### src/rtl/uart_tx_feeder.sv
// ---------------------------------------------------------------------------
// uart_tx_feeder
//
// Byte buffer and launch sequencer that sits directly in front of the UART
// transmitter. Core logic pushes bytes into a circular FIFO with a write
// strobe. The sequencer then hands bytes to the transmitter one at a time.
// Each byte goes out as a single-cycle start pulse with data. The sequencer
// follows the transmitter busy flag through the whole frame before it issues
// the next byte, so producers can burst bytes without polling busy.
//
// Ports
//   clock     system clock, rising edge
//   reset     asynchronous reset, active low (shared with the transmitter)
//   wr_en     write strobe; byte accepted when flush=0 and full=0
//   wr_data   byte to enqueue
//   flush     synchronous clear of FIFO contents and overflow flag
//   full      queue holds DEPTH bytes
//   empty     queue holds no bytes
//   level     queued byte count, 0..DEPTH (excludes the byte in flight)
//   overflow  sticky; a write arrived while full
//   tx_start  one-cycle launch pulse to the transmitter
//   tx_data   launched byte, held until the next launch
//   tx_busy   transmitter busy flag
//   sent      one-cycle pulse when a launched frame completes
//
// States
//   IDLE      | waiting for a queued byte and a quiet transmitter
//   WAIT_BUSY | launched; waiting for the transmitter to raise busy
//   WAIT_DONE | frame in progress; waiting for busy to fall
// ---------------------------------------------------------------------------
module uart_tx_feeder #(
    parameter int DEPTH  = 16,
    parameter int ADDR_W = 4
) (
    input  logic              clock,
    input  logic              reset,
    input  logic              wr_en,
    input  logic [7:0]        wr_data,
    input  logic              flush,
    output logic              full,
    output logic              empty,
    output logic [ADDR_W:0]   level,
    output logic              overflow,
    output logic              tx_start,
    output logic [7:0]        tx_data,
    input  logic              tx_busy,
    output logic              sent
);

    localparam logic [ADDR_W:0] DEPTH_C = (ADDR_W + 1)'(DEPTH);

    typedef enum logic [1:0] {
        IDLE      = 2'd0,
        WAIT_BUSY = 2'd1,
        WAIT_DONE = 2'd2
    } state_t;

    state_t              state;
    logic [7:0]          mem [DEPTH];
    logic [ADDR_W-1:0]   wr_ptr;
    logic [ADDR_W-1:0]   rd_ptr;
    logic [ADDR_W:0]     count;
    logic [ADDR_W:0]     count_next;
    logic                push;
    logic                pop;

    // Flags are decoded from the registered count only, so there is no
    // combinational path from any input to any output.
    assign full  = (count == DEPTH_C);
    assign empty = (count == '0);
    assign level = count;

    // A write into a full queue is refused even if a pop happens in the
    // same cycle; the pop frees space only from the next cycle on.
    assign push = wr_en & ~flush & ~full;

    // While sent is high the sequencer is spending its one mandatory IDLE
    // evaluation cycle, so no launch is decided in that cycle.
    assign pop  = (state == IDLE) & ~empty & ~tx_busy & ~flush & ~sent;

    always_comb begin
        count_next = count;
        if (flush) begin
            count_next = '0;
        end else begin
            unique case ({push, pop})
                2'b10:   count_next = count + (ADDR_W + 1)'(1);
                2'b01:   count_next = count - (ADDR_W + 1)'(1);
                default: count_next = count;
            endcase
        end
    end

    // Storage has no reset; stale contents are never visible because the
    // count gates every read.
    always_ff @(posedge clock) begin
        if (push) begin
            mem[wr_ptr] <= wr_data;
        end
    end

    always_ff @(posedge clock or negedge reset) begin
        if (!reset) begin
            wr_ptr <= '0;
            rd_ptr <= '0;
            count  <= '0;
        end else begin
            count <= count_next;
            if (flush) begin
                wr_ptr <= '0;
                rd_ptr <= '0;
            end else begin
                if (push) begin
                    wr_ptr <= wr_ptr + ADDR_W'(1);
                end
                if (pop) begin
                    rd_ptr <= rd_ptr + ADDR_W'(1);
                end
            end
        end
    end

    always_ff @(posedge clock or negedge reset) begin
        if (!reset) begin
            overflow <= 1'b0;
        end else if (flush) begin
            overflow <= 1'b0;
        end else if (wr_en && full) begin
            overflow <= 1'b1;
        end
    end

    // Launch sequencer. A flush never aborts a frame already launched:
    // the in-flight byte completes and sent still pulses.
    always_ff @(posedge clock or negedge reset) begin
        if (!reset) begin
            state    <= IDLE;
            tx_start <= 1'b0;
            tx_data  <= 8'h00;
            sent     <= 1'b0;
        end else begin
            tx_start <= 1'b0;
            sent     <= 1'b0;
            unique case (state)
                IDLE: begin
                    if (pop) begin
                        tx_data  <= mem[rd_ptr];
                        tx_start <= 1'b1;
                        state    <= WAIT_BUSY;
                    end
                end
                WAIT_BUSY: begin
                    // The transmitter raises busy one cycle after it
                    // samples start, so busy is still low on the first
                    // cycle spent here.
                    if (tx_busy) begin
                        state <= WAIT_DONE;
                    end
                end
                WAIT_DONE: begin
                    if (!tx_busy) begin
                        sent  <= 1'b1;
                        state <= IDLE;
                    end
                end
                default: begin
                    state <= IDLE;
                end
            endcase
        end
    end

endmodule

### config.mk
export PLATFORM = sky130hd
export DESIGN_NAME = uart_tx_feeder
export DESIGN_NICKNAME = d
export VERILOG_FILES = /design/src/rtl/uart_tx_feeder.sv
export SDC_FILE = /design/constraint.sdc
export NUM_CORES = 1
export LEC_CHECK = 0
export BUFFER_PORTS_ARGS = -buffer_cell sky130_fd_sc_hd__buf_2
export CAP_MARGIN = 40
export CORE_MARGIN = 10
export CORE_UTILIZATION = 29
export DETAILED_ROUTE_END_ITERATION = 12
export SLEW_MARGIN = 10
export SYNTH_ARGS = -nofsm -noshare
export SYNTH_HDL_FRONTEND = slang
export SYNTH_SLANG_ARGS = --single-unit
### constraint.sdc
create_clock -name clock -period 5.35 [get_ports clock]
set_clock_uncertainty 0.2 [all_clocks]
set_input_delay 1.07 -clock clock [delete_from_list [all_inputs] [get_ports clock]]
set_output_delay 1.07 -clock clock [all_outputs]
set_load 0.1 [all_outputs]
==> results of run 1 <==
[layout make-up]
class | instances | area [µm²]
Fill cell | 1939 | 13800
Inverter | 6 | 25.0
Timing Repair Buffer | 32 | 165
Clock buffer | 17 | 425
Sequential cell | 154 | 4500
Clock inverter | 15 | 211
Tap cell | 275 | 344
Multi-Input combinational cell | 166 | 1670
[cell usage in the layout (no fill, tap or decap), types with 2 or more instances in the layout]
| cell | netlist | layout |
|---|---|---|
| clkbuf_16 | 0 | 17 |
| xor2_1 | 5 | 5 |
| nand3_1 | 2 | 2 |
| edfxtp_1 | 128 | 128 |
| nor3_1 | 5 | 5 |
| buf_4 | 0 | 2 |
| ha_1 | 7 | 7 |
| dfrtp_1 | 26 | 25 |
| nor4_1 | 2 | 2 |
| and2_1 | 14 | 14 |
| mux4_2 | 40 | 40 |
| o21ai_0 | 2 | 2 |
| xnor2_1 | 4 | 4 |
| inv_8 | 0 | 2 |
| nor2_1 | 17 | 17 |
| nand2_1 | 38 | 38 |
| buf_2 | 4 | 30 |
| inv_6 | 0 | 4 |
| a21oi_1 | 9 | 9 |
| and4_1 | 4 | 4 |
| clkinv_4 | 0 | 2 |
| bufinv_16 | 0 | 4 |
| nand4_1 | 2 | 2 |
| inv_1 | 5 | 5 |
[critical path, stage by stage (launching register included)]
cell and delay (ns):
dfrtp_1 0.49, or4_4 0.64, nor2_1 0.16, buf_2 0.45
[cell families (layout without fill, tap and decap cells)]
group                    count (synthesis)  count (layout)  share of synthesized area (%)
flip-flops                             154             154                           71.7
AND/OR/NAND/NOR                         91              91                           7.21
multiplexers                            41              41                           14.5
buffers and inverters                   24              70                           1.68
AO/OA/AOI/OAI                           18              18                           2.22
XOR/XNOR                                 9               9                           1.26
adder cells (fa/ha/maj)                  7               7                           1.40
[per-stage QoR]
stage	setup slack, ns	instance area, µm²	hold WS [ns]	utilization [%]	total power (µW)
final	1.92	7330	0.279	34.7	3350
after global routing	1.82	7330	0.318	34.7	3480
after CTS	1.90	7330	0.287	34.7	3390
after detailed placement	1.67	6700	0.272	31.7	2100
after global placement	1.76	6700	0.280	31.7	2090
after floorplan	1.17	6270	0.268	-	1960
[sequential cells by signal (all words and copies together) (netlist names)]
register and count:
tx_data 8, sent 1, overflow 1, rd_ptr 4
tx_start 1, state 2, wr_ptr 4, mem 128
level 5
[Yosys cell counts (4+ instances only)]
cell type,n,area share (%)
a21oi_1,9,0.72
and2_1,14,1.4
and4_1,4,0.56
buf_2,4,0.32
clkbuf_1,12,0.72
dfrtp_1,26,10
edfxtp_1,128,61
ha_1,7,1.4
inv_1,5,0.30
mux4_2,40,14
nand2_1,38,2.3
nor2_1,17,1.0
nor3_1,5,0.40
xnor2_1,4,0.56
xor2_1,5,0.70
[power breakdown]
group          total, µW  internal (µW)  switching (µW)
logic                652            184             467
clock network       1280            792             490
registers           1410           1350            61.3
[layer usage]
layer	vias up	share of wire, %
met5	-	0
li1	1413	-
met4	0	1.0
met2	57	52
met3	9	4.1
met1	1649	43
[how the worst max path moves through the flow]
stage | startpoint | end | cells after the start | slack (ns)
final | level[1] | full | 3 | 1.92
after global routing | level[1] | full | 3 | 1.82
after CTS | level[1] | full | 3 | 1.90
after detailed placement | flush | level[4] | 12 | 1.67
after global placement | flush | level[4] | 12 | 1.76
after floorplan | level[1] | full | 3 | 1.17
==> impl_metrics.env, run 1 <==
export IMPL_outcome="completed"
export IMPL_numPortBuffers=30
export IMPL_overflow=0
export IMPL_synth_area_per_cell_um2=18.2
export IMPL_critPathKind="reg -> out"
export IMPL_min_from="tx_data[2]"
export IMPL_postCtsSetupBuffers=0
export IMPL_tns_ns=0
export IMPL_timing_rr_start="level[1]"
export IMPL_via_per_inst=4.70
export IMPL_r2r_end="level[4]"
export IMPL_clockBufferDepth=2
export IMPL_whs_endpoint="tx_data[2]"
export IMPL_root_buffer="clkbuf_16"
export IMPL_synth_flop_cell="edfxtp_1"
export IMPL_crit_path_start_kind="flip-flop"
export IMPL_cp_data_arrival_time_ns=2.16
export IMPL_slew_viol_final=0
export IMPL_leakage_uw=0.00252
export IMPL_met1_usage_pct=11.5
export IMPL_synth_edf_count=128
export IMPL_antenna_found_initial=0
export IMPL_area_delta_synth_final_pct=17.0
export IMPL_top_usage_layer="met2"
export IMPL_postCtsHoldBufs=0
export IMPL_ctsResizeCount=0
export IMPL_die_y_um=167
export IMPL_drt_total_wl_um=13000
export IMPL_crit_fanout=9
export IMPL_via_count=3128
export IMPL_synth_cell_types=37
export IMPL_grtUsageMet3_pct=2.89
export IMPL_end_kind="output port"
export IMPL_nets=397
export IMPL_rrSetupSlack_ns=2.09
export IMPL_synth_seq_cells=154
export IMPL_start_util_pct=29.6
export IMPL_cp_required_ns=4.08
export IMPL_cts_inserted_buffers=17
export IMPL_place_hpwl_um=8080
export IMPL_grt_max_degree=36
export IMPL_postRouteAntennaNets=0
export IMPL_hp_class="reg -> reg"
export IMPL_synth_fp_nets=364
export IMPL_cts_tree="built"
export IMPL_dp_cells=633
export IMPL_core_area_um2=21200
export IMPL_instances_no_fill=665
export IMPL_finalCritPeriodShare_pct=64.1
export IMPL_drive_above_1_share_pct=28.5
export IMPL_routabilityCongestion=0.778
export IMPL_die_area_um2=27900
export IMPL_first_pass_iters=4
export IMPL_syn_area_um2=6270
export IMPL_ys_warn_count=0
export IMPL_fmax_mhz=291
export IMPL_worst_slew_pin_transition_ns=0.704
export IMPL_grt_usage_pct=9.68
export IMPL_rsz0062_at_grt="false"
export IMPL_holdPathStages=2
export IMPL_power_density_nw_per_um2=456
export IMPL_globalRouteMet2Util_pct=16.1
export IMPL_die_x_um=167
export IMPL_peakVddDrop_v=0.000232
export IMPL_drc=0
export IMPL_num_io_pins=31
export IMPL_diodes=0
export IMPL_hold_violations=0
export IMPL_relSlewSlack_pct=53.0
export IMPL_rr_worst_depth=11
export IMPL_maxCapViolCount=0
export IMPL_postSynthCellCount=344
export IMPL_cts_max_level=4
export IMPL_clock_sinks=154
export IMPL_yosysSeqAreaShare_pct=71.7
export IMPL_period_minus_slack_ns=3.43
export IMPL_wl_per_cell_um=19.5
export IMPL_rows=53
export IMPL_cts_reportedPaths_clkPinSlew_ns=0.06
export IMPL_setup_viol=0
export IMPL_drt_iter0_markers=229
export IMPL_grt_first_pass_wirelength_um=20400
export IMPL_clock_latency_ns=0.42
export IMPL_async_reset_ff_share_pct=16.9
export IMPL_grt_pass1_vias=3375
No activity file was read; power rests on OpenSTA's default activity.
==> run 2, diff against run 1 <==
==> constraint.sdc (replaced) <==
create_clock -name clock -period 2.8 [get_ports clock]
set_clock_uncertainty 0.2 [all_clocks]
set_input_delay 0.56 -clock clock [delete_from_list [all_inputs] [get_ports clock]]
set_output_delay 0.56 -clock clock [all_outputs]
set_load 0.1 [all_outputs]
==> run 2 against run 1 <==
Compared with the run above: sequential share of layout area is 1.5 points lower; clock-buffer cell count up 1; register-to-register slack worse by 2.0 ns; worst hold slack worse by 0.17 ns; critical path depth stayed put; critical endpoint is now empty.
==> impl_metrics.env, run 2 (synthesis gave the netlist of run 1 again) <==
export IMPL_overflow=0
export IMPL_dp_slack_ns=0.114
export IMPL_diodes=0
export IMPL_rsz0062_at_grt="false"
export IMPL_setup_viol=0
export IMPL_via_per_inst=4.73
export IMPL_slew_viol_final=0
export IMPL_utilization_pct=35.6
export IMPL_placed_area_um2=6880
export IMPL_multi_input_area_um2=1690
export IMPL_maxCapViolCount=0
export IMPL_crit_path_start_kind="flip-flop"
export IMPL_cp_required_ns=2.04
export IMPL_rrSetupSlack_ns=0.13
export IMPL_grt_max_degree=37
export IMPL_finalCritPeriodShare_pct=95.9
export IMPL_core_area_um2=21200
export IMPL_worst_path_largest_cell_delay_ns=0.60
export IMPL_cts_reportedPaths_clkPinSlew_ns=0.07
export IMPL_drt_iter0_markers=206
export IMPL_crit_fanout=4
export IMPL_cts_max_level=4
export IMPL_power_density_nw_per_um2=844
export IMPL_clock_latency_ns=0.42
export IMPL_crit_path_top_delay_cell="or4_4"
export IMPL_drive_above_1_share_pct=33.8
export IMPL_grt_pass1_vias=3293
export IMPL_fill_cells=1924
export IMPL_critPathBufInv=1
export IMPL_clock_sinks=154
export IMPL_clockBufferDepth=2
export IMPL_cp_data_arrival_time_ns=1.93
export IMPL_end_kind="output port"
export IMPL_first_pass_iters=6
export IMPL_num_io_pins=31
export IMPL_critPathKind="reg -> out"
export IMPL_setup_ws_ns=0.115
export IMPL_nets=418
export IMPL_area_delta_synth_final_pct=20.1
export IMPL_worst_slew_pin_transition_ns=0.616
export IMPL_start_util_pct=29.6
export IMPL_fin_area_um2=7530
export IMPL_antenna_found_initial=0
export IMPL_die_area_um2=27900
export IMPL_drt_total_wl_um=12900
export IMPL_outcome="completed"
export IMPL_leakage_uw=0.00261
export IMPL_final_common_cell="edfxtp_1"
export IMPL_dp_cells=652
export IMPL_die_x_um=167
export IMPL_path_cells="or4_4, nor2_2, clkbuf_4"
export IMPL_wl_per_cell_um=18.8
export IMPL_regMostFlops="mem"
export IMPL_via_count=3244
export IMPL_drc=0
export IMPL_hp_class="in -> reg"
export IMPL_grt_usage_pct=9.42
export IMPL_path_delay_family="simple AND/OR/NAND/NOR gates"
export IMPL_instances_no_fill=686
export IMPL_die_y_um=167
export IMPL_routabilityCongestion=0.810
export IMPL_fmax_mhz=372
export IMPL_hold_violations=0
export IMPL_numPortBuffers=30
export IMPL_cts_tree="built"
export IMPL_largest_register_ffs=128
export IMPL_tns_ns=0
export IMPL_root_buffer="clkbuf_16"
export IMPL_peakVddDrop_v=0.000423
export IMPL_layout_common_cells="128 x edfxtp_1, 40 x mux4_2, 38 x nand2_1, 28 x buf_2"
export IMPL_regArea_um2=4500
export IMPL_postRouteAntennaNets=0
export IMPL_cts_inserted_buffers=17
export IMPL_rows=53
export IMPL_grt_first_pass_wirelength_um=20100
export IMPL_relSlewSlack_pct=58.9
export IMPL_place_hpwl_um=8350
export IMPL_period_minus_slack_ns=2.69
==> run 2: changes by cell type in the layout (fill, tap and decap cells not counted), sizes merged <==
cell	change
clkinvlp	+1
bufinv	-2
clkbuf	+2
buf	+19
dlygate4sd3	+1
==> run 2: per-stage QoR <==
stage                     hold slack, ns  total power, µW
after global routing              0.0976             6610
after detailed placement           0.262             4090
after floorplan                   0.0644             3760
after CTS                         0.0938             6420
after global placement             0.262             4060
final                              0.113             6360
==> run 2: where the power goes <==
group          internal [µW]  switching, µW  total [µW]  leakage (µW)
clock network           1350            971        2320      0.000291
registers               2590           66.6        2650       0.00149
logic                    401            977        1380      0.000824
total                   4340           2010        6360       0.00261
==> run 2: per-layer routing <==
| metal | GRT usage (%) | vias up | wire (µm) |
|---|---|---|---|
| li1 | - | 1447 | - |
| met1 | 11.8 | 1724 | 5680 |
| met2 | 15.1 | 58 | 6580 |
| met5 | 0 | - | 0 |
| met4 | 4.01 | 0 | 244 |
| met3 | 2.31 | 15 | 364 |
==> run 2: worst register-to-register path: stages, from the launching register on <==
cell and delay (ns):
dfrtp_4 0.47, or4_4 0.60, o21ai_4 0.24, nand2_8 0.09, xnor2_1 0.14, ha_2 0.22, nor3_2 0.11, nor2_1 0.07
o32ai_2 0.22, xnor2_1 0.15, nor2_1 0.05
==> run 2: final timing paths <==
kind / cells past startpoint / endpoint / start
max in group asynchronous: 2 / level[1] / reset
min reg2reg: 2 / tx_data[3] / tx_data[3]
min in group asynchronous: 2 / tx_start / reset
max reg2reg: 10 / level[4] / level[1]
min: 2 / sent / tx_busy
max: 3 / empty / level[1]
==> run 2: cell type report <==
type	instances	area share, %
flip-flops and latches	154	59.8
multi-input cells	166	22.4
clock buffers	18	5.70
repair buffers	53	4.72
well taps	275	4.57
clock inverters	14	2.43
inverters	6	0.332
==> run 2: timing repair <==
| item | in CTS | in global routing |
|---|---|---|
| hold buffers | 1 | 0 |
| setup endpoints to repair | 1 | 1 |
| hold endpoints to repair | 26 | 0 |
| gates resized for setup | 1 | 3 |
| setup buffers | 0 | 1 |
| pin swaps | 0 | 3 |
==> run 3, diff against run 2 <==
--- a/config.mk
+++ b/config.mk
@@ -7,8 +7,9 @@
 export LEC_CHECK = 0
 export BUFFER_PORTS_ARGS = -buffer_cell sky130_fd_sc_hd__buf_2
 export CAP_MARGIN = 40
-export CORE_MARGIN = 10
+export CORE_MARGIN = 3
 export CORE_UTILIZATION = 29
+export CTS_BUF_LIST = sky130_fd_sc_hd__clkbuf_4 sky130_fd_sc_hd__clkbuf_8 sky130_fd_sc_hd__clkbuf_16
 export DETAILED_ROUTE_END_ITERATION = 12
 export SLEW_MARGIN = 10
 export SYNTH_ARGS = -nofsm -noshare
==> run 3 against run 2 <==
Compared with the run above: combinational power barely moved; setup slack worse by 0.042 ns; largest power group unchanged; maximum frequency fell by 1.5%; critical endpoint unchanged; critical path depth did not move; cell count is 1.6% lower; routed wire length decreased by 4.3%; clock-buffer cell count is the same; sequential power is essentially flat; die area down 16%; global-route usage increased by 1.6 points; final area fell by 1.7%; via count decreased by 4.4%.
==> impl_metrics.env, run 3 (synthesis gave the netlist of run 1 again) <==
export IMPL_postRouteAntennaNets=0
export IMPL_critPathKind="reg -> out"
export IMPL_via_count=3102
export IMPL_nets=407
export IMPL_hp_class="in -> reg"
export IMPL_rsz0062_at_grt="false"
export IMPL_hold_violations=0
export IMPL_worst_path_largest_cell_delay_ns=0.60
export IMPL_grt_max_degree=37
export IMPL_setup_viol=0
export IMPL_r2r_end="level[4]"
export IMPL_maxCapViolCount=0
export IMPL_area_delta_synth_final_pct=18.1
export IMPL_clock_sinks=154
export IMPL_leakage_uw=0.00254
export IMPL_clock_latency_ns=0.41
export IMPL_via_per_inst=4.60
export IMPL_setup_ws_ns=0.0726
export IMPL_cts_tree="built"
export IMPL_end_kind="output port"
export IMPL_fmax_mhz=367
export IMPL_root_buffer="clkbuf_16"
export IMPL_cts_inserted_buffers=17
export IMPL_slew_viol_final=0
export IMPL_wl_per_cell_um=18.3
export IMPL_largest_register_ffs=128
export IMPL_rrSetupSlack_ns=0.13
export IMPL_grt_pass1_vias=3385
export IMPL_total_power_uw=6240
export IMPL_cp_data_arrival_time_ns=1.97
export IMPL_drc=0
export IMPL_outcome="completed"
export IMPL_num_io_pins=31
export IMPL_worst_slew_pin_transition_ns=0.613
export IMPL_peakVddDrop_v=0.000404
export IMPL_die_y_um=153
export IMPL_antenna_found_initial=0
export IMPL_drive_above_1_share_pct=31.5
export IMPL_grt_first_pass_wirelength_um=19900
export IMPL_overflow=0
export IMPL_die_area_um2=23400
export IMPL_cts_max_level=4
export IMPL_numPortBuffers=30
export IMPL_grt_usage_pct=11.1
export IMPL_dp_slack_ns=0.115
export IMPL_diodes=0
export IMPL_start_util_pct=29.6
export IMPL_first_pass_iters=5
export IMPL_relSlewSlack_pct=59.1
export IMPL_whs_endpoint="sent"
export IMPL_crit_path_start_kind="flip-flop"
export IMPL_cp_required_ns=2.04
export IMPL_clockBufferDepth=2
export IMPL_fin_area_um2=7400
export IMPL_crit_fanout=5
export IMPL_cts_reportedPaths_clkPinSlew_ns=0.06
export IMPL_routabilityCongestion=0.770
export IMPL_path_cells="or4_4, nor2_2, buf_2"
export IMPL_period_minus_slack_ns=2.73
export IMPL_drt_total_wl_um=12300
export IMPL_crit_path_top_delay_cell="or4_4"
export IMPL_place_hpwl_um=8040
export IMPL_tns_ns=0
export IMPL_finalCritPeriodShare_pct=97.4
export IMPL_instances_no_fill=675
export IMPL_regMostFlops="mem"
export IMPL_power_density_nw_per_um2=843
export IMPL_min_from="tx_busy"
export IMPL_die_x_um=153
export IMPL_drt_iter0_markers=248
export IMPL_dp_cells=642
export IMPL_timing_rr_start="level[3]"
export IMPL_final_common_cell="edfxtp_1"
export IMPL_layout_common_cells="128 x edfxtp_1, 40 x mux4_2, 38 x nand2_1, 29 x buf_2, 21 x dfrtp_1"
export IMPL_rows=53
export IMPL_core_area_um2=21200
export IMPL_rr_worst_depth=11
export IMPL_holdPathStages=2
export IMPL_placed_area_um2=6810
-- run 3: routing by layer --
| layer | wire length (µm) | up-vias | GRT usage, % |
|---|---|---|---|
| li1 | - | 1423 | - |
| met1 | 5460 | 1614 | 14.3 |
| met2 | 6430 | 61 | 18.4 |
| met3 | 350 | 4 | 2.69 |
| met4 | 82 | 0 | 3.44 |
| met5 | 0 | - | 0 |
-- run 3: layout make-up --
type / count / area, µm²
tap: 275 / 344
inverter: 6 / 25.0
sequential: 154 / 4500
timing repair buffer: 42 / 270
clock buffer: 18 / 433
clock inverter: 14 / 145
multi-input combinational: 166 / 1680
fill: 1920 / 13800
-- run 3: power by group --
part	switching, µW	leakage [µW]	internal (µW)
combinational	966	0.000770	392
clock	898	0.000282	1330
sequential	65.1	0.00149	2590
total	1930	0.00254	4310
-- run 3: stage by stage --
step / utilization, % / hold WS [ns]
6_report: 35.0 / 0.135
5_1_grt: 35.0 / 0.121
4_1_cts: 34.9 / 0.118
3_5_place_dp: 32.2 / 0.269
3_3_place_gp: 32.2 / 0.263
2_1_floorplan: - / 0.0644
-- run 3: worst max path at each step --
| stage | startpoint | endpoint | slack [ns] | cells past startpoint |
|---|---|---|---|---|
| 3_5_place_dp | level[3] | level[4] | 0.11 | 11 |
| 4_1_cts | level[3] | full | 0.02 | 3 |
| 3_3_place_gp | level[3] | level[4] | 0.17 | 11 |
| 5_1_grt | level[3] | level[4] | 0.01 | 11 |
| 2_1_floorplan | level[4] | full | -0.19 | 3 |
| 6_report | level[3] | empty | 0.07 | 3 |
-- run 3: what timing repair did --
item | 4_1_cts | 5_1_grt
gates resized for setup | 0 | 2
buffers inserted | 0 | 0
hold buffers | 1 | 0
hold endpoints to repair | 26 | 0
endpoints found under the setup margin | 0 | 2
-- run 3: worst max-delay path: cells and delay by family (launching register included) --
family / cells / cell delay, ns
flops: 1 / 0.43
buf+inv: 1 / 0.42
simple gates: 2 / 0.70
